==> config.mk <==
export PLATFORM = sky130hd
export DESIGN_NAME = fp_add_pipe
export DESIGN_NICKNAME = d
export VERILOG_FILES = /design/src/rtl/fp_add_pipe.sv
export SDC_FILE = /design/constraint.sdc
export NUM_CORES = 1
export LEC_CHECK = 0
export CAP_MARGIN = 20
export CORE_ASPECT_RATIO = 0.5
export CORE_MARGIN = 2
export CORE_UTILIZATION = 35
export DETAILED_ROUTE_END_ITERATION = 12
export HOLD_SLACK_MARGIN = 0.02
export PLACE_DENSITY = 0.58
export SYNTH_ARGS = -nofsm -noshare
export SYNTH_HDL_FRONTEND = slang
export SYNTH_SLANG_ARGS = --single-unit
export TNS_END_PERCENT = 5
==> constraint.sdc <==
create_clock -name clk -period 4.9 [get_ports clk]
set_input_delay 0.735 -clock clk [delete_from_list [all_inputs] [get_ports clk]]
set_output_delay 0.735 -clock clk [all_outputs]
set_load 0.05 [all_outputs]
==> src/rtl/fp_add_pipe.sv <==
// Pipelined IEEE-754 adder/subtractor: unpack/align, add/LZC, normalise/round/pack.
// Define FP_ADD_FLAGS_EN to add the out_flags port {inexact, underflow, overflow, invalid}.
module fp_add_pipe #(
  parameter int unsigned EXP_W = 8,
  parameter int unsigned MAN_W = 23
) (
  input  logic                   clk,
  input  logic                   rst_n,
  input  logic                   in_valid,
  output logic                   in_ready,
  input  logic [EXP_W+MAN_W:0]   in_a,
  input  logic [EXP_W+MAN_W:0]   in_b,
  input  logic                   in_op,
  output logic                   out_valid,
  input  logic                   out_ready,
  output logic [EXP_W+MAN_W:0]   out_sum
`ifdef FP_ADD_FLAGS_EN
  ,
  output logic [3:0]             out_flags
`endif
);

  localparam int unsigned W   = EXP_W + MAN_W + 1;
  localparam int unsigned MW  = MAN_W + 4;          // hidden, fraction, guard, round, sticky
  localparam int unsigned SW  = MAN_W + 5;          // MW plus carry
  localparam int unsigned LZW = $clog2(SW + 1);
  localparam int unsigned EW  = EXP_W + 2;
  localparam int unsigned RW  = MAN_W + 2;
  localparam int unsigned SHIFT_CAP = MAN_W + 3;
  localparam logic [EXP_W-1:0] EXP_MAX = '1;
  localparam logic [W-1:0] QNAN = {1'b0, EXP_MAX, 1'b1, {(MAN_W-1){1'b0}}};

  logic en;
  logic out_valid_q;
  logic [W-1:0] out_sum_q;

  assign en        = !(out_valid_q && !out_ready);
  assign in_ready  = en;
  assign out_valid = out_valid_q;
  assign out_sum   = out_sum_q;

  // ---------------------------------------------------------------- stage 1
  logic             sa, sb, zero_a, zero_b, inf_a, inf_b, nan_a, nan_b, a_ge;
  logic [EXP_W-1:0] ea, eb, ex, ey, d;
  logic [MAN_W-1:0] fa, fb, fa_f, fb_f, fx, fy;
  logic             sx, sy;
  logic [MW-1:0]    my_full, y_al;
  logic [2*MW-1:0]  ext;
  logic             spec;
  logic [W-1:0]     spec_val;
  logic             spec_inv;

  assign sa     = in_a[W-1];
  assign ea     = in_a[W-2:MAN_W];
  assign fa     = in_a[MAN_W-1:0];
  assign sb     = in_b[W-1] ^ in_op;
  assign eb     = in_b[W-2:MAN_W];
  assign fb     = in_b[MAN_W-1:0];
  assign zero_a = (ea == '0);
  assign zero_b = (eb == '0);
  assign inf_a  = (ea == EXP_MAX) && (fa == '0);
  assign inf_b  = (eb == EXP_MAX) && (fb == '0);
  assign nan_a  = (ea == EXP_MAX) && (fa != '0);
  assign nan_b  = (eb == EXP_MAX) && (fb != '0);
  assign fa_f   = zero_a ? '0 : fa;
  assign fb_f   = zero_b ? '0 : fb;
  assign a_ge   = {ea, fa_f} >= {eb, fb_f};

  always_comb begin
    sx = a_ge ? sa : sb;
    ex = a_ge ? ea : eb;
    fx = a_ge ? fa_f : fb_f;
    sy = a_ge ? sb : sa;
    ey = a_ge ? eb : ea;
    fy = a_ge ? fb_f : fa_f;
    d  = ex - ey;
    my_full = {1'b1, fy, 3'b000};
    ext  = {my_full, {MW{1'b0}}} >> d;
    if (32'(d) >= SHIFT_CAP) begin
      y_al = {{(MW-1){1'b0}}, 1'b1};
    end else begin
      y_al = ext[2*MW-1:MW] | {{(MW-1){1'b0}}, |ext[MW-1:0]};
    end
  end

  // Results fully decided by operand class bypass the arithmetic path.
  always_comb begin
    spec     = 1'b1;
    spec_val = '0;
    spec_inv = 1'b0;
    if (nan_a || nan_b || (inf_a && inf_b && (sa != sb))) begin
      spec_val = QNAN;
      spec_inv = 1'b1;
    end else if (inf_a) begin
      spec_val = {sa, EXP_MAX, {MAN_W{1'b0}}};
    end else if (inf_b) begin
      spec_val = {sb, EXP_MAX, {MAN_W{1'b0}}};
    end else if (zero_a && zero_b) begin
      spec_val = {sa & sb, {(W-1){1'b0}}};
    end else if (zero_a) begin
      spec_val = {sb, eb, fb};
    end else if (zero_b) begin
      spec_val = {sa, ea, fa};
    end else begin
      spec = 1'b0;
    end
  end

  logic             s1_valid_q, s1_spec_q, s1_sx_q, s1_sub_q;
  logic [W-1:0]     s1_val_q;
  logic [EXP_W-1:0] s1_ex_q;
  logic [MW-1:0]    s1_mx_q, s1_my_q;

  always_ff @(posedge clk or negedge rst_n) begin
    if (!rst_n) begin
      s1_valid_q <= 1'b0;
      s1_spec_q  <= 1'b0;
      s1_sx_q    <= 1'b0;
      s1_sub_q   <= 1'b0;
      s1_val_q   <= '0;
      s1_ex_q    <= '0;
      s1_mx_q    <= '0;
      s1_my_q    <= '0;
    end else if (en) begin
      s1_valid_q <= in_valid;
      if (in_valid) begin
        s1_spec_q <= spec;
        s1_sx_q   <= sx;
        s1_sub_q  <= sx ^ sy;
        s1_val_q  <= spec_val;
        s1_ex_q   <= ex;
        s1_mx_q   <= {1'b1, fx, 3'b000};
        s1_my_q   <= y_al;
      end
    end
  end

  // ---------------------------------------------------------------- stage 2
  logic [SW-1:0]  sum_d;
  logic [LZW-1:0] lzc_d;

  assign sum_d = s1_sub_q ? ({1'b0, s1_mx_q} - {1'b0, s1_my_q})
                          : ({1'b0, s1_mx_q} + {1'b0, s1_my_q});

  always_comb begin
    lzc_d = LZW'(SW);
    for (int i = 0; i < SW; i++) begin
      if (sum_d[i]) lzc_d = LZW'(SW - 1 - i);
    end
  end

  logic             s2_valid_q, s2_spec_q, s2_sx_q;
  logic [W-1:0]     s2_val_q;
  logic [EXP_W-1:0] s2_ex_q;
  logic [SW-1:0]    s2_sum_q;
  logic [LZW-1:0]   s2_lzc_q;

  always_ff @(posedge clk or negedge rst_n) begin
    if (!rst_n) begin
      s2_valid_q <= 1'b0;
      s2_spec_q  <= 1'b0;
      s2_sx_q    <= 1'b0;
      s2_val_q   <= '0;
      s2_ex_q    <= '0;
      s2_sum_q   <= '0;
      s2_lzc_q   <= '0;
    end else if (en) begin
      s2_valid_q <= s1_valid_q;
      if (s1_valid_q) begin
        s2_spec_q <= s1_spec_q;
        s2_sx_q   <= s1_sx_q;
        s2_val_q  <= s1_val_q;
        s2_ex_q   <= s1_ex_q;
        s2_sum_q  <= sum_d;
        s2_lzc_q  <= lzc_d;
      end
    end
  end

  // ---------------------------------------------------------------- stage 3
  logic [MW-1:0]    norm;
  logic [EW-1:0]    e_norm, e_fin;
  logic             g, r, s, round_up, ovf, unf, sum_zero;
  logic [MAN_W:0]   kept;
  logic [RW-1:0]    rnd;
  logic [MAN_W-1:0] frac;
  logic [W-1:0]     res_sum;

  always_comb begin
    if (s2_sum_q[SW-1]) begin
      norm    = MW'(s2_sum_q >> 1);
      norm[0] = s2_sum_q[1] | s2_sum_q[0];
      e_norm  = {2'b00, s2_ex_q} + EW'(1);
    end else begin
      norm   = MW'(s2_sum_q << (s2_lzc_q - LZW'(1)));
      e_norm = {2'b00, s2_ex_q} - (EW'(s2_lzc_q) - EW'(1));
    end
    kept     = norm[MW-1:3];
    g        = norm[2];
    r        = norm[1];
    s        = norm[0];
    round_up = g & (r | s | kept[0]);
    rnd      = {1'b0, kept} + RW'(round_up);
    if (rnd[RW-1]) begin
      frac  = rnd[MAN_W:1];
      e_fin = e_norm + EW'(1);
    end else begin
      frac  = rnd[MAN_W-1:0];
      e_fin = e_norm;
    end
    // e_fin is two's complement; the top bit marks a negative exponent.
    unf      = e_fin[EW-1] || (e_fin == '0);
    ovf      = !e_fin[EW-1] && (e_fin >= {2'b00, EXP_MAX});
    sum_zero = (s2_sum_q == '0);

    if (s2_spec_q)     res_sum = s2_val_q;
    else if (sum_zero) res_sum = '0;
    else if (ovf)      res_sum = {s2_sx_q, EXP_MAX, {MAN_W{1'b0}}};
    else if (unf)      res_sum = {s2_sx_q, {(W-1){1'b0}}};
    else               res_sum = {s2_sx_q, e_fin[EXP_W-1:0], frac};
  end

  always_ff @(posedge clk or negedge rst_n) begin
    if (!rst_n) begin
      out_valid_q <= 1'b0;
      out_sum_q   <= '0;
    end else if (en) begin
      out_valid_q <= s2_valid_q;
      if (s2_valid_q) out_sum_q <= res_sum;
    end
  end

`ifdef FP_ADD_FLAGS_EN
  logic       s1_inv_q, s2_inv_q;
  logic [3:0] res_flags, out_flags_q;

  always_ff @(posedge clk or negedge rst_n) begin
    if (!rst_n) begin
      s1_inv_q <= 1'b0;
      s2_inv_q <= 1'b0;
    end else if (en) begin
      if (in_valid)   s1_inv_q <= spec_inv;
      if (s1_valid_q) s2_inv_q <= s1_inv_q;
    end
  end

  always_comb begin
    res_flags = 4'b0000;
    if (s2_spec_q) begin
      res_flags[0] = s2_inv_q;
    end else if (!sum_zero) begin
      res_flags[1] = ovf;
      res_flags[2] = unf && !ovf;
      res_flags[3] = g | r | s | ovf | unf;
    end
  end

  always_ff @(posedge clk or negedge rst_n) begin
    if (!rst_n) begin
      out_flags_q <= 4'b0000;
    end else if (en && s2_valid_q) begin
      out_flags_q <= res_flags;
    end
  end

  assign out_flags = out_flags_q;
`else
  logic unused_inv;
  assign unused_inv = spec_inv;
`endif

endmodule
[After elaboration in Yosys (flattened, before gate mapping)]
Cells that the tools add are included.
Storage, ports and cells
  register bits: 204
  bits of input ports: 69
  output and inout port bits: 34
  word-level logic and storage cells: 128
Operators by class
  add/sub/neg operators: 9
  magnitude comparators: 3
  equal/unequal tests: 3
  shift-type cells: 2
  mux-type cells: 58
  bitwise operators: 9
  reduce and logical (&&, ||, !) cells: 27
Operators by type and width (count)
  two-way mux 32 bit: 8
  two-way mux 5 bit: 27
  two-way mux 23 bit: 5
  two-way mux 31 bit: 2
  two-way mux 27 bit: 2
  >> shifter 54 x 8 -> 54 bit: 1
  zero test 23 bit: 2
  nonzero test 23 bit: 2
  >= comparator 31 bit: 1
  adder 27 x 27 -> 28 bit: 1
  zero test 28 bit: 1
  two-way mux 28 bit: 1
  left shift 28 x 5 -> 27 bit: 1
  subtractor 27 x 27 -> 28 bit: 1
  bitwise OR 27 x 1 -> 27 bit: 1
  OR reduction 27 bit: 1
  adder 24 x 1 -> 25 bit: 1
  two-way mux 10 bit: 2
  == test 8 bit, second input constant: 2
  zero test 8 bit: 2
  two-way mux 8 bit: 2
  adder 10 x 1 -> 10 bit, second input constant: 1
  >= comparator 10 x 8 -> 1 bit, second input constant: 1
  zero test 10 bit: 1
  other kinds (17): 42

[Logic depth before layout (Yosys ltp)]
Gate-level depths: netlist (run 1).
  depth in word-level cells: 30
  mapped depth: 33

[Worst setup path after synthesis (run 1)]
No wires, ideal clock.
  path kind: input to register
  start: input in_b[27]
  end: register s1_my_q[0]
  library setup time: 0.142 ns
  arrival: 7.112 ns
  setup slack: -2.354 ns
  cell stages on the path: 30
  path through: inv_1 -> nand4_1 -> or2_2 -> clkbuf_1 -> buf_1 -> clkbuf_1 -> nand2_1 -> ha_1 -> nand4_1 -> or4_1 -> o2111ai_1 -> o21ai_0 -> nand2_1 -> buf_1 -> clkbuf_1 -> clkbuf_1 -> clkbuf_1 -> nor2_1 -> nor2_1 -> ha_1 -> nor4_1 -> a211o_1 -> nand2_1 -> clkbuf_1 -> clkbuf_1 -> nor2_1 -> o311ai_0 -> a21oi_1 -> o41ai_1 -> a41oi_1
Between the ends
  longest elaborated chain between the ends: 9
  elaborated cells between the ends (all ways): 12
  those cells by class: add/sub: 1; order compare: 2; shift: 1; mux: 5; bitwise: 1; reduce/logical: 2
RTL lines
  from (decl): RTL line 12  | input logic [EXP_W+MAN_W:0] in_b,
  zero test 8 bit: RTL line 60  | assign zero_b = (eb == '0);
  two-way mux 23 bit: RTL line 66  | assign fb_f = zero_b ? '0 : fb;
  >= comparator 31 bit: RTL line 67  | assign a_ge = {ea, fa_f} >= {eb, fb_f};
  two-way mux 8 bit, on equally long branches: RTL line 71, 74
  subtractor 8 bit: RTL line 76  | d = ex - ey;
  >> shifter 54 x 8 -> 54 bit: RTL line 78  | ext = {my_full, {MW{1'b0}}} >> d;
  OR reduction 27 bit: RTL line 82  | y_al = ext[2*MW-1:MW] | {{(MW-1){1'b0}}, |ext[MW-1:0]};
  bitwise OR 27 x 1 -> 27 bit: RTL line 82
  two-way mux 27 bit (*): RTL line 79  | if (32'(d) >= SHIFT_CAP) begin
  to (signal assigned): RTL line 133  | s1_my_q <= y_al;
  to (decl): RTL line 112  | logic [MW-1:0] s1_mx_q, s1_my_q;
Mark *: on every way between the ends. The rest lies on a longest branch, timed or not.
A chain may end at the register's enable or synchronous reset.

[Worst setup path in the final report (run 1)]
  start: input in_a[30]
  end: register s1_my_q[0]
Between the ends
  longest elaborated chain between the ends: 9
  elaborated cells between the ends (all ways): 12
  those cells by class: add/sub: 1; order compare: 2; shift: 1; mux: 5; bitwise: 1; reduce/logical: 2
RTL lines
  from (decl): RTL line 11  | input logic [EXP_W+MAN_W:0] in_a,
  zero test 8 bit: RTL line 59  | assign zero_a = (ea == '0);
  two-way mux 23 bit: RTL line 65  | assign fa_f = zero_a ? '0 : fa;
  >= comparator 31 bit: RTL line 67
  two-way mux 8 bit, on equally long branches: RTL line 71, 74
  subtractor 8 bit: RTL line 76
  >> shifter 54 x 8 -> 54 bit: RTL line 78
  OR reduction 27 bit: RTL line 82
  bitwise OR 27 x 1 -> 27 bit: RTL line 82
  two-way mux 27 bit (*): RTL line 79
Marked as above.

==> qor_table.md, run 1 <==
| Metric | Value |
| --- | --- |
| Outcome | finished with violations |
| Failing checks | setup timing |
| Max Cap Viol | 0 |
| Startpoint-to-endpoint class of the critical path | in -> reg |
| Iter 0 DRT Violations | 1765 |
| Pin count of the biggest net entering global routing | 123 |
| Total clock buffers created by CTS | 23 |
| Fraction of layout instances using a drive strength above 1 | 28.90% |
| Unrepaired setup endpoints after global routing | yes |
| Vias per cell | 5.733 |
| Count of yosys warnings during synthesis | 0 |
| Final setup violation count | 15 |
| Min-delay worst type | in -> async |
| Core region area | 0.05022 mm2 |
| Area growth syn-to-layout | 35.39% |
| Detailed placer's ending HPWL | 54060 um |
| Worst slew pin tran | 0.9620 ns |
| Primary FF master, synth | sky130_fd_sc_hd__dfrtp_1 |
| Post-Synthesis Mean Instance Area | 8.303 um2 |
| CTS root buf | sky130_fd_sc_hd__clkbuf_16 |
| EDFF count, synth | 0 |
| Number of top-level design ports | 103 |
| Worst supply voltage drop on vdd | 0.0003337 V |
| Clock period minus worst slack | 5.150 ns |
| Vias in the first global route | 17.44k |
| Number of clock sinks seen by CTS | 204 |
| Nets in the synthesized netlist | 2310 |
| Clock tree from TritonCTS | yes |
| Width of the die | 322.9 um |
| Power per unit of standard cell area | 588.4 mW/mm2 |
| Die outline area | 0.05277 mm2 |
| First-pass GRT wire length | 105900 um |
| Vias | 18.46k |
| Max Transition Viols Final | 0 |
| Most used standard cell by instance count after synthesis | sky130_fd_sc_hd__nand2_1 |
| Row count | 58 |
| Final Instance Count excl. Fillers | 3220 |
| Setup TNS Final | -1.476 ns |
| Summed instance area of the synthesized netlist | 0.01779 mm2 |
| Total of flip-flops plus latches after synthesis | 204 |
| Final Hold Viols | 0 |
| Antenna violations before repair | 3 |
| Top-area cell type share of the netlist area | 28.69% |
| Number of buffers on the longest clock path | 3 |
| Total track usage | 25.97% |
| Worst Clk Skew | 0.01618 ns |
| H-Tree Level Count | 1 |
| Data arrival time at the worst-slack endpoint | 5.61 ns |
| Detailed-router iteration count before antenna repair | 5 |
| Leakage power of the design | 0.01041 uW |
| Fmax achieved | 194.2 MHz |
| Remaining number of nets flagged by the antenna check after routing | 0 |
| Number of remaining DRC errors | 0 |
| Clock-pin slew on the worst setup and hold paths | 0.07 ns |
| Library cell occupying the most area in the post-synthesis netlist | sky130_fd_sc_hd__dfrtp_1 |
| Crit-path max FO | 7 |
| Initial cell density of the core | 35.43% |
| Port buffer count | 102 |
| FFs w/ async S/R, synth | 100.0% |
| Headroom to the max-slew limit | 35.86% |
| Placed Instances | 3132 |
| Synth unique cells | 94 |
| Crit. End Element | register |
| Gate count after technology mapping | 2143 |
| Kind of launch point of the worst setup path | input port |
| Average detailed-routed wire length per instance | 21.55 um |
| Total Nets Final | 2681 |
| Ratio of final minimum period to clock period | 105.1% |
| Sequential share of the synthesized area | 28.69% |
| Smallest setup slack after layout | -0.2501 ns |
| Insertion delay to the later sink of the worst-skew pair | 0.54 ns |
| Required time of the critical path | 5.35 ns |
| Final RePlAce weighted congestion | 0.9804 |
| Top area cells in the synthesized netlist | sky130_fd_sc_hd__dfrtp_1 (29%), sky130_fd_sc_hd__ha_1 (6.8%), sky130_fd_sc_hd__mux4_2 (6.3%) |
| Final Routed Wirelength | 69380 um |
| Total congestion overflow | 0 |
| Vertical die dimension | 163.4 um |
| List of most frequent post-synthesis cells | sky130_fd_sc_hd__nand2_1 (272), sky130_fd_sc_hd__dfrtp_1 (204), sky130_fd_sc_hd__nor2_1 (175), sky130_fd_sc_hd__a21oi_1 (169), sky130_fd_sc_hd__o21ai_0 (161) |
## metrics by stage
| step | setup WS [ns] | instance area (um2) | utilization (%) | total power (uW) | hold slack [ns] |
|---|---|---|---|---|---|
| CTS | -0.1397 | 23620 | 47.04 | 13890 | 0.3851 |
| floorplan | -0.7553 | 18240 | - | 8656 | 0.4394 |
| global route | -0.4260 | 24090 | 47.97 | 15110 | 0.4238 |
| finish | -0.2501 | 24090 | 47.97 | 14170 | 0.3335 |
| global placement | -1.239 | 21930 | 43.68 | 11850 | 0.4735 |
| detailed placement | -1.305 | 21930 | 43.68 | 11900 | 0.4792 |
## final cells by class
| type | count | area [um2] |
|---|---|---|
| clock inverters | 11 | 135.1 |
| inverters | 120 | 506.7 |
| clock buffers | 29 | 628.1 |
| fillers | 4827 | 26130 |
| flip-flops and latches | 204 | 5105 |
| multi-input cells | 1695 | 12790 |
| repair buffers | 470 | 4058 |
| well taps | 690 | 863.3 |
| diodes | 1 | 2.502 |
## path summary, 6_finish.rpt
kind                       depth (start not counted)   startpoint           end  slack, ns
setup / recovery                                  28     in_a[30]    s1_my_q[0]      -0.25
hold / removal                                     1        rst_n  s2_val_q[25]       0.33
setup reg to reg                                  16  s2_lzc_q[0]    out_sum[9]       0.17
hold reg to reg                                    2   s1_ex_q[6]    s1_ex_q[6]       0.49
max in group asynchronous                          2        rst_n   s1_my_q[18]       3.54
min in group clk                                   2   s1_ex_q[6]    s1_ex_q[6]       0.49
## registers in the layout, summed over array words and instances (netlist names), 5 cells and up
signal,cells
out_sum,32
s1_val_q,32
s2_val_q,32
s2_sum_q,28
s1_my_q,27
s1_mx_q,24
s1_ex_q,8
s2_ex_q,8
s2_lzc_q,5
## worst max-delay path, stage by stage
cell and delay [ns]:
sky130_fd_sc_hd__buf_8 0.10, sky130_fd_sc_hd__nor4_4 0.31, sky130_fd_sc_hd__nand2_4 0.15, sky130_fd_sc_hd__buf_6 0.17
sky130_fd_sc_hd__buf_16 0.14, sky130_fd_sc_hd__nand2_4 0.08, sky130_fd_sc_hd__inv_4 0.04, sky130_fd_sc_hd__ha_4 0.25
sky130_fd_sc_hd__nand4_1 0.13, sky130_fd_sc_hd__or4_4 0.55, sky130_fd_sc_hd__o2111ai_4 0.10, sky130_fd_sc_hd__buf_6 0.14
sky130_fd_sc_hd__o21ai_4 0.05, sky130_fd_sc_hd__nand2_2 0.09, sky130_fd_sc_hd__nor2_2 0.05, sky130_fd_sc_hd__nor2_2 0.16
sky130_fd_sc_hd__ha_4 0.20, sky130_fd_sc_hd__nor2_4 0.06, sky130_fd_sc_hd__a211o_1 0.38, sky130_fd_sc_hd__buf_6 0.15
sky130_fd_sc_hd__nand2_4 0.06, sky130_fd_sc_hd__buf_12 0.13, sky130_fd_sc_hd__mux4_2 0.56, sky130_fd_sc_hd__nor2_4 0.15
sky130_fd_sc_hd__nor3_4 0.04, sky130_fd_sc_hd__a211oi_2 0.26, sky130_fd_sc_hd__o41ai_2 0.12, sky130_fd_sc_hd__a41oi_1 0.22
## cells in the final DEF, fill, tap and decap left out, types with 45 or more instances in the layout
cell type	n
sky130_fd_sc_hd__a21oi_1	159
sky130_fd_sc_hd__dfrtp_1	204
sky130_fd_sc_hd__clkdlybuf4s50_1	85
sky130_fd_sc_hd__inv_1	99
sky130_fd_sc_hd__mux4_2	50
sky130_fd_sc_hd__buf_4	334
sky130_fd_sc_hd__nor2_1	164
sky130_fd_sc_hd__ha_1	76
sky130_fd_sc_hd__o21ai_0	139
sky130_fd_sc_hd__nand2_1	232
sky130_fd_sc_hd__nand3_1	61
sky130_fd_sc_hd__nor3_1	45
sky130_fd_sc_hd__mux2_2	61
## kinds of logic after synthesis
kind of cell | Yosys count | share of synthesized area (%)
and+or+nand+nor | 750 | 20.10
AOI/OAI and AO/OA | 623 | 22.38
buffers and inverters | 245 | 5.597
DFF | 204 | 28.69
muxes | 162 | 13.07
adders and majority gates | 98 | 6.976
xor gates and xnor gates | 61 | 3.192
## repair_timing
action | 4_1_cts | 5_1_grt
buffers inserted | 30 | 13
hold buffers | 0 | 0
setup endpoints to repair | 27 | 53
pin swaps | 63 | 52
gates cloned | 6 | 1
gates resized for setup | 186 | 87
## metal layers
layer / global-route usage (%) / share of wire [%]
met5: 0 / 0.032
met4: 4.693 / 1.9
met3: 3.757 / 7.1
met2: 40.03 / 44
met1: 38.68 / 47
## where the power goes
group / total, uW / switching (uW) / internal (uW)
Clock: 1760 / 737 / 1020
Sequential: 2770 / 639 / 2130
Combinational: 9650 / 5550 / 4100
Total: 14200 / 6930 / 7250
No activity file was read; power rests on OpenSTA's default activity.
==> run 2: changes to the inputs <==
--- a/config.mk
+++ b/config.mk
@@ -5,13 +5,13 @@
 export SDC_FILE = /design/constraint.sdc
 export NUM_CORES = 1
 export LEC_CHECK = 0
-export CAP_MARGIN = 20
 export CORE_ASPECT_RATIO = 0.5
 export CORE_MARGIN = 2
 export CORE_UTILIZATION = 35
 export DETAILED_ROUTE_END_ITERATION = 12
 export HOLD_SLACK_MARGIN = 0.02
 export PLACE_DENSITY = 0.58
+export SETUP_SLACK_MARGIN = 0.2
 export SYNTH_ARGS = -nofsm -noshare
 export SYNTH_HDL_FRONTEND = slang
 export SYNTH_SLANG_ARGS = --single-unit
==> qor_table.md, run 2 (synthesis gave the netlist of run 1 again) <==
| Metric | Value | vs previous |
| --- | --- | --- |
| Core region area | 0.05022 mm2 | unchanged |
| Leakage power of the design | 0.01041 uW | about the same |
| Max Transition Viols Final | 0 | unchanged |
| Startpoint-to-endpoint class of the critical path | in -> reg |  |
| Placed Instances | 3147 | +0.48% |
| Final Routed Wirelength | 68820 um | -0.81% |
| Detailed placer's ending HPWL | 54250 um | +0.34% |
| Worst setup timing slack at the placement stage | -1.263 ns | +0.04202 ns |
| Utilization after layout | 47.66% | -0.31 points |
| Number of buffers and inverters on the critical path | 13 | +6 |
| Cell family contributing the most delay on the critical path | buffers and inverters |  |
| Kind of launch point of the worst setup path | input port |  |
| Antenna violations before repair | 2 | -1 |
| R2r setup slk | 0.21 ns | +0.04 ns |
| Worst slew pin tran | 1.186 ns | +0.2239 ns |
| Power per unit of standard cell area | 593.7 mW/mm2 | +0.91% |
| Data arrival time at the worst-slack endpoint | 5.60 ns | about the same |
| Max Cap Viol | 0 | unchanged |
| Total congestion overflow | 0 | unchanged |
| Most common cell after layout, fill and taps aside | sky130_fd_sc_hd__buf_4 |  |
| Ratio of final minimum period to clock period | 106.2% | +1.1 points |
| Remaining number of nets flagged by the antenna check after routing | 0 | unchanged |
| H-Tree Level Count | 1 | unchanged |
| Vias per cell | 5.709 | -0.41% |
| Vias in the first global route | 17.39k | -0.27% |
| Iter 0 DRT Violations | 1846 | +4.6% |
| Insertion delay to the later sink of the worst-skew pair | 0.55 ns | about the same |
| Fraction of layout instances using a drive strength above 1 | 28.72% | -0.18 points |
| Final Hold Viols | 0 | unchanged |
| Die outline area | 0.05277 mm2 | unchanged |
| Worst supply voltage drop on vdd | 0.0003497 V | +4.8% |
| Antenna diode count | 0 | -1 |
| Min-delay worst type | in -> async |  |
| Smallest setup slack after layout | -0.3055 ns | -0.05541 ns |
| Detailed-router iteration count before antenna repair | 6 | +1 |
| Final RePlAce weighted congestion | 0.9643 | -1.6% |
| Number of buffers inserted by hold repair at cts | 0 | unchanged |
| Slowest CP cell | sky130_fd_sc_hd__o211ai_1 |  |
| Vertical die dimension | 163.4 um | unchanged |
| Total clock buffers created by CTS | 23 | unchanged |
| Launch instance of the worst register-to-register path | s2_lzc_q[0] |  |
| Average detailed-routed wire length per instance | 21.27 um | -1.3% |
| Headroom to the max-slew limit | 20.89% | -15 points |
| Port buffer count | 102 | unchanged |
| CP dominant cell by count | sky130_fd_sc_hd__buf_4 |  |
| Unrepaired setup endpoints after global routing | yes |  |
| Total Nets Final | 2695 | +0.52% |
| Vias | 18.47k | +0.054% |
| Register-to-Register Path Depth | 16 | unchanged |
| Clock-pin slew on the worst setup and hold paths | 0.06 ns | about the same |
| Required time of the critical path | 5.29 ns | -0.06 ns |
| Outcome | finished with violations |  |
| Worst R2R End | out_sum[17] |  |
| Pin count of the biggest net entering global routing | 110 | -11% |
| Number of remaining DRC errors | 0 | unchanged |
| Number of buffers on the longest clock path | 3 | unchanged |
| Width of the die | 322.9 um | unchanged |
| First-pass GRT wire length | 105300 um | -0.62% |
| Clock tree from TritonCTS | yes |  |
| Maximum single-stage delay on the critical path | 0.40 ns | -0.16 ns |
| Top library cells by usage in the layout, fill and taps aside | sky130_fd_sc_hd__buf_4 (351), sky130_fd_sc_hd__nand2_1 (241), sky130_fd_sc_hd__dfrtp_1 (204) |  |
| Row count | 58 | unchanged |
| Final setup violation count | 8 | -7 |
| Design Power | 14210 uW | +0.26% |
| Number of top-level design ports | 103 | unchanged |
| Crit-path max FO | 8 | +1 |
| Number of clock sinks seen by CTS | 204 | unchanged |
| Total track usage | 25.76% | -0.20 points |
| Crit. End Element | register |  |
| Worst Clk Skew | 0.02417 ns | +0.007990 ns |
| Failing checks | setup timing |  |
| Area growth syn-to-layout | 34.52% |  |
| Final Instance Count excl. Fillers | 3235 | +0.47% |
| CTS root buf | sky130_fd_sc_hd__clkbuf_16 |  |
| Fmax achieved | 192.1 MHz | -1.1% |
| Clock period minus worst slack | 5.205 ns | +0.05541 ns |
| Initial cell density of the core | 35.43% | unchanged |
[run 2: stage by stage]
stage | hold slack, ns | instance area (um2) | setup TNS, ns
4_1_cts | 0.3429 | 23530 | -1.738
5_1_grt | 0.3703 | 23940 | -4.714
3_3_place_gp | 0.4632 | 22010 | -27.03
3_5_place_dp | 0.4697 | 22010 | -28.01
2_1_floorplan | 0.4394 | 18240 | -16.21
6_report | 0.2842 | 23940 | -0.9632
[run 2: how the worst max path moves through the flow]
stage | startpoint | to | slack (ns) | depth (start not counted)
global route | in_a[28] | s1_my_q[0] | -0.47 | 30
floorplan | in_b[23] | s1_my_q[0] | -0.76 | 31
finish | in_b[29] | s1_my_q[0] | -0.31 | 31
global placement | in_a[25] | s1_my_q[0] | -1.23 | 27
detailed placement | in_a[23] | s1_my_q[3] | -1.26 | 29
CTS | in_b[23] | s1_my_q[0] | -0.26 | 30
[run 2: what timing repair did]
item / 4_1_cts / 5_1_grt
cloned: 3 / 0
setup buffers: 34 / 9
pin swaps: 58 / 46
resized for setup: 160 / 87
endpoints found under the setup margin: 50 / 58
[run 2: routing by layer]
layer / vias up / track usage [%] / wire length [um]
met5: - / 0 / 12
met4: 2 / 4.841 / 1247
met3: 94 / 3.521 / 4596
met2: 655 / 38.99 / 29690
met1: 9042 / 39.05 / 33280
li1: 8677 / - / -
[run 2: power by group]
| part | internal [uW] | total, uW | switching, uW |
|---|---|---|---|
| logic | 4080 | 9630 | 5560 |
| clock network | 1070 | 1820 | 758 |
| registers | 2130 | 2750 | 627 |
| total | 7270 | 14200 | 6940 |
[run 2: layout make-up]
class                      instances  area [um2]
clock inverter                    16       193.9
timing repair buffer             483        4036
inverter                         120       499.2
fill                            4904       26280
tap                              690       863.3
sequential                       204        5105
multi-input combinational       1696       12630
clock buffer                      26       606.8
